### src/rtl/moving_average_filter_if.sv
// Sample-stream bundle between the codec/consumer side and one moving_average_filter.
// The master drives samples and control; the slave returns the filtered sample and status.
interface moving_average_filter_if #(
    parameter int DATA_W = 24
);
    logic                     enable;
    logic                     clear;
    logic signed [DATA_W-1:0] D;
    logic signed [DATA_W-1:0] Q;
    logic                     out_valid;
    logic                     primed;

    modport master (
        output enable,
        output clear,
        output D,
        input  Q,
        input  out_valid,
        input  primed
    );

    modport slave (
        input  enable,
        input  clear,
        input  D,
        output Q,
        output out_valid,
        output primed
    );
endinterface

### src/rtl/moving_average_filter.sv
// N-tap boxcar filter: circular delay line plus running sum, output = sum / N (registered).
// Optional macro MAF_ROUND_EN selects round-half-up with positive clamp instead of floor.
module moving_average_filter #(
    parameter int DATA_W = 24,
    parameter int LOG2_N = 3
) (
    input  logic                   Clock,
    input  logic                   Reset_n,
    moving_average_filter_if.slave bus
);
    localparam int N     = 1 << LOG2_N;
    localparam int ACC_W = DATA_W + LOG2_N;
    localparam logic [LOG2_N:0] N_CNT = (LOG2_N + 1)'(N);

    logic signed [DATA_W-1:0] mem_q [N];
    logic signed [DATA_W-1:0] mem_d [N];
    logic [LOG2_N-1:0]        wr_ptr_q, wr_ptr_d;
    logic signed [ACC_W-1:0]  acc_q, acc_d, acc_next;
    logic [LOG2_N:0]          count_q, count_d;
    logic signed [DATA_W-1:0] q_q, q_d;
    logic                     out_valid_q, out_valid_d;
    logic                     primed_q, primed_d;

    function automatic logic signed [ACC_W-1:0] sext(input logic signed [DATA_W-1:0] x);
        return {{LOG2_N{x[DATA_W-1]}}, x};
    endfunction

`ifdef MAF_ROUND_EN
    localparam logic [ACC_W:0] HALF = (ACC_W + 1)'(1) << (LOG2_N - 1);

    // Round half toward +inf; only the positive side can exceed DATA_W after the add.
    function automatic logic signed [DATA_W-1:0] scale(input logic signed [ACC_W-1:0] a);
        logic [ACC_W:0]  r;
        logic [DATA_W:0] s;
        r = {a[ACC_W-1], a} + HALF;
        s = r[ACC_W:LOG2_N];
        if (!s[DATA_W] && s[DATA_W-1])
            return {1'b0, {(DATA_W-1){1'b1}}};
        return s[DATA_W-1:0];
    endfunction
`else
    function automatic logic signed [DATA_W-1:0] scale(input logic signed [ACC_W-1:0] a);
        return a[ACC_W-1:LOG2_N];
    endfunction
`endif

    always_comb begin
        mem_d       = mem_q;
        wr_ptr_d    = wr_ptr_q;
        acc_d       = acc_q;
        count_d     = count_q;
        q_d         = q_q;
        out_valid_d = 1'b0;
        acc_next    = acc_q + sext(bus.D) - sext(mem_q[wr_ptr_q]);

        if (bus.clear) begin
            for (int i = 0; i < N; i++) mem_d[i] = '0;
            wr_ptr_d = '0;
            acc_d    = '0;
            count_d  = '0;
            q_d      = '0;
        end else if (bus.enable) begin
            mem_d[wr_ptr_q] = bus.D;
            wr_ptr_d        = wr_ptr_q + 1'b1;
            acc_d           = acc_next;
            q_d             = scale(acc_next);
            out_valid_d     = 1'b1;
            if (count_q != N_CNT) count_d = count_q + 1'b1;
        end

        primed_d = (count_d == N_CNT);
    end

    always_ff @(posedge Clock or negedge Reset_n) begin
        if (!Reset_n) begin
            for (int i = 0; i < N; i++) mem_q[i] <= '0;
            wr_ptr_q    <= '0;
            acc_q       <= '0;
            count_q     <= '0;
            q_q         <= '0;
            out_valid_q <= 1'b0;
            primed_q    <= 1'b0;
        end else begin
            mem_q       <= mem_d;
            wr_ptr_q    <= wr_ptr_d;
            acc_q       <= acc_d;
            count_q     <= count_d;
            q_q         <= q_d;
            out_valid_q <= out_valid_d;
            primed_q    <= primed_d;
        end
    end

    assign bus.Q         = q_q;
    assign bus.out_valid = out_valid_q;
    assign bus.primed    = primed_q;
endmodule

### src/flat_wrapper.sv
// flat-port wrapper written by rule: the top's interface ports become plain ports
module moving_average_filter_flat 
#(
    parameter int DATA_W = 24,
    parameter int LOG2_N = 3
)
  (Clock, Reset_n, bus_enable, bus_clear, bus_D, bus_Q, bus_out_valid, bus_primed);
  moving_average_filter_if #(.DATA_W(DATA_W)) bus_i ();
  input  logic Clock;
  input  logic Reset_n;
  input wire logic [$bits(bus_i.enable)-1:0] bus_enable;
  input wire logic [$bits(bus_i.clear)-1:0] bus_clear;
  input wire logic [$bits(bus_i.D)-1:0] bus_D;
  output wire logic [$bits(bus_i.Q)-1:0] bus_Q;
  output wire logic [$bits(bus_i.out_valid)-1:0] bus_out_valid;
  output wire logic [$bits(bus_i.primed)-1:0] bus_primed;
  assign bus_i.enable = bus_enable;
  assign bus_i.clear = bus_clear;
  assign bus_i.D = bus_D;
  assign bus_Q = bus_i.Q;
  assign bus_out_valid = bus_i.out_valid;
  assign bus_primed = bus_i.primed;
  moving_average_filter #(.DATA_W(DATA_W), .LOG2_N(LOG2_N)) u_core (.Clock(Clock), .Reset_n(Reset_n), .bus(bus_i));
endmodule
### config.mk
export PLATFORM = sky130hd
export DESIGN_NAME = moving_average_filter_flat
export DESIGN_NICKNAME = d
export VERILOG_FILES = /design/src/rtl/moving_average_filter_if.sv /design/src/rtl/moving_average_filter.sv /design/src/flat_wrapper.sv
export SDC_FILE = /design/constraint.sdc
export NUM_CORES = 1
export LEC_CHECK = 0
export ABC_AREA = 1
export ABC_CLOCK_PERIOD_IN_PS = 8300
export BUFFER_PORTS_ARGS = -buffer_cell sky130_fd_sc_hd__buf_2
export CAP_MARGIN = 20
export CORE_ASPECT_RATIO = 1.75
export CORE_MARGIN = 8
export CORE_UTILIZATION = 35
export CTS_BUF_LIST = sky130_fd_sc_hd__clkbuf_4
export DETAILED_ROUTE_END_ITERATION = 6
export HOLD_SLACK_MARGIN = 0.1
export PLACE_DENSITY_LB_ADDON = 0.3
export RECOVER_POWER = 100
export SYNTH_ARGS = -nofsm -noshare
export SYNTH_HDL_FRONTEND = slang
export SYNTH_SLANG_ARGS = --single-unit
### constraint.sdc
create_clock -name Clock -period 8.3 [get_ports Clock]
set_input_delay 1.66 -clock Clock [delete_from_list [all_inputs] [get_ports Clock]]
set_output_delay 1.66 -clock Clock [all_outputs]
set_load 0.02 [all_outputs]
==> impl_metrics.toml <==
[run_status]
status = "finished with violations"
violations = "max-capacitance violations, max-slew violations"

[critical_path]
endpoint_kind = "register"
start_kind = "register"
path_max_fanout = 35
worstSetupPathType = "reg -> reg"
required_ps = 8890
crit_arrival_ps = 6190

[layout]
utilization_pct = 38.3
area.growth.synth_to_final_pct = 8.17
fillers = 3732
layout-drive-gt1-share_pct = 8.22
fin_nets = 1680
finalNonFillerCells = 2102

[grt]
met2_usage_pct = 38.1
gr-usage-met1_pct = 21.0
grt_pass1_wl_um = 67400
met3_usage_pct = 3.17
antenna_found_initial = 1
grt_max_degree = 88
grt_overflow = 0
groute.usage.overall_pct = 20.4
grt_pass1_vias = 11600
gr-max-usage-layer = "met2"

[placement]
port_buffers = 53
gp_congestion = 0.921
placed_cells = 2013
dp_hpwl_um = 30500

[cts]
clockBufferDepth = 3
cts_hold_buf = 0
cts_root_buffer = "clkbuf_4"
cts_tree = "yes"
cts-resized-gates = 0
insertion_delay_ps = 730
post_cts_buffers = 0
cts_max_level = 2
clock-sinks = 228
cts_buffers = 50
clk_pin_slew_ps = 70

[timing]
drv_slew = 161
tightest_slew_ps = 4730
setup_tns_ps = 0
min_period_over_period_pct = 67.5
hold_violations = 0
fmax_mhz = 179
rsz0062_at_grt = "false"
clock_skew_ps = 48.6
period_minus_slack_ps = 5600
setup_viol = 0
slew_headroom_pct = -215

[floorplanning]
die_h_um = 268
core_area_um2 = 35800
die_width_um = 160
fp-row-count = 92
start_util_pct = 35.4
ios = 54
die-area_um2 = 42800

[synthesis]
avgSynthCellArea_um2 = 8.08
syn-num-nets = 1651
seq_area_frac_synth_pct = 45.1
yosysUniqueCellTypes = 39
synth_area_um2 = 12700
ys_ff_latch = 228
synth_cells = 1566
synth_area_leader_cell = "dfrtp_1"
synth_area_leaders = "dfrtp_1 (45%), inv_1 (9.2%), nand2_1 (7.7%)"
synthDominantCellAreaShare_pct = 45.1
synth_warnings = 0

[detailed_routing]
dr.pass1.iters = 5
final_antenna_net_count = 0
viasPerCell = 5.36
drt_iter0_drc = 811
post_drt_wl_per_cell_um = 20.7
drc_errors = 0
num_vias = 11300
routed_wl_um = 43400

[power]
p_total_uw = 3560
p_leak_uw = 0.00663
peakVddDrop_v = 0.0000743
pwr_density_cell_nw_per_um2 = 260

[run]
max_cap_violations = 3

[min_path]
hold_class = "reg -> reg"
## metrics by stage
stage	setup slack (ps)	cell area [um2]	hold WS (ps)
after floorplan	4750	12700	472
after global placement	3600	13100	495
after detailed placement	3480	13100	502
after CTS	3490	13800	521
after global routing	1950	13700	543
final	2700	13700	519
## kinds of logic (layout without fill, tap and decap cells)
family | count (synthesis) | count (layout) | synth area share [%]
AOI/OAI and AO/OA | 354 | 354 | 16.4
buffers and inverters | 414 | 479 | 13.6
xor gates and xnor gates | 3 | 3 | 0.208
adders and majority gates | 57 | 57 | 7.18
and+or+nand+nor | 510 | 510 | 17.6
other | 0 | 1 | 0
DFF | 228 | 228 | 45.1
## registers in the layout, summed over array words and instances (netlist names)
signal / flops
u_core.bus.primed: 1
u_core.acc_q: 3
u_core.bus.Q: 24
u_core.count_q: 4
u_core.wr_ptr_q: 3
u_core.bus.out_valid: 1
u_core.mem_q: 192
## path summary, 6_finish.rpt
check	from	to	slack, ps	cells after the start
worst min-delay path	u_core.mem_q[177]	u_core.mem_q[177]	520	2
worst max register to register	u_core.wr_ptr_q[0]	u_core.bus.Q[18]	2700	19
max in group asynchronous	Reset_n	u_core.mem_q[166]	2800	2
worst min register to register	u_core.mem_q[177]	u_core.mem_q[177]	520	2
worst max-delay path	u_core.wr_ptr_q[0]	u_core.bus.Q[18]	2700	19
min in group asynchronous	Reset_n	u_core.mem_q[75]	2610	1
## cell usage in the layout, fill, tap and decap left out, types with 4 or more instances in the layout
cell	n
nor2_1	55
ha_1	31
a21oi_1	40
nand4_1	10
nand3_2	4
dfrtp_1	228
o2111ai_1	10
a22oi_1	11
inv_1	312
inv_2	8
a221oi_1	13
buf_4	12
clkinv_1	8
buf_2	26
clkbuf_1	31
nand3_1	162
nand2_1	268
fa_1	26
o21ai_0	135
o22ai_1	136
clkbuf_4	79
## Yosys cell counts, drive strengths merged
cell     number
a211oi        3
a21o          1
a21oi        40
a221oi       13
a22oi        11
and2          1
and3          1
buf          71
clkbuf       21
clkinv        1
dfrtp       228
fa           26
ha           31
inv         321
nand2       268
nand3       166
nand4        10
nor2         55
nor3          4
nor4          1
o2111ai      10
o211ai        2
o21a          1
o21ai       135
o21bai        2
o22ai       136
or2           1
or3           3
xnor2         2
xor2          1
## layer usage
metal / share of wire (%) / wire length, um
met5: 0 / 0
met4: 6.3 / 2720
met3: 5.6 / 2440
met2: 53 / 23000
met1: 35 / 15300
## worst max-delay path, stage by stage, from the launching register on
cell      delay [ps]
dfrtp_1          450
inv_1            190
nand3_1         1080
inv_1            740
nand2_1          180
o21ai_0           90
a221oi_1         310
nand2_1          130
fa_1             500
inv_1             40
ha_1             340
nand2_1          120
nor2_1           420
nand2_1          210
nor2_1           120
nand2_1          130
nand3_1          120
nand2_1           60
nand3_1           80
o21ai_0          110
## power breakdown
group / total (uW) / switching, uW / internal [uW]
combinational: 1440 / 1020 / 422
sequential: 1230 / 50.8 / 1170
clock: 891 / 460 / 431
## final cells by class
class	count	area [um2]	share of cell area, %
Sequential cell	228	5710	41.7
Multi-Input combinational cell	924	5210	38.1
Inverter	322	1210	8.84
Clock buffer	79	593	4.33
Tap cell	470	588	4.29
Timing Repair Buffer	69	337	2.46
Clock inverter	9	43.8	0.320
Antenna cell	1	2.50	0.0183
(Power assumes the default switching activity.)
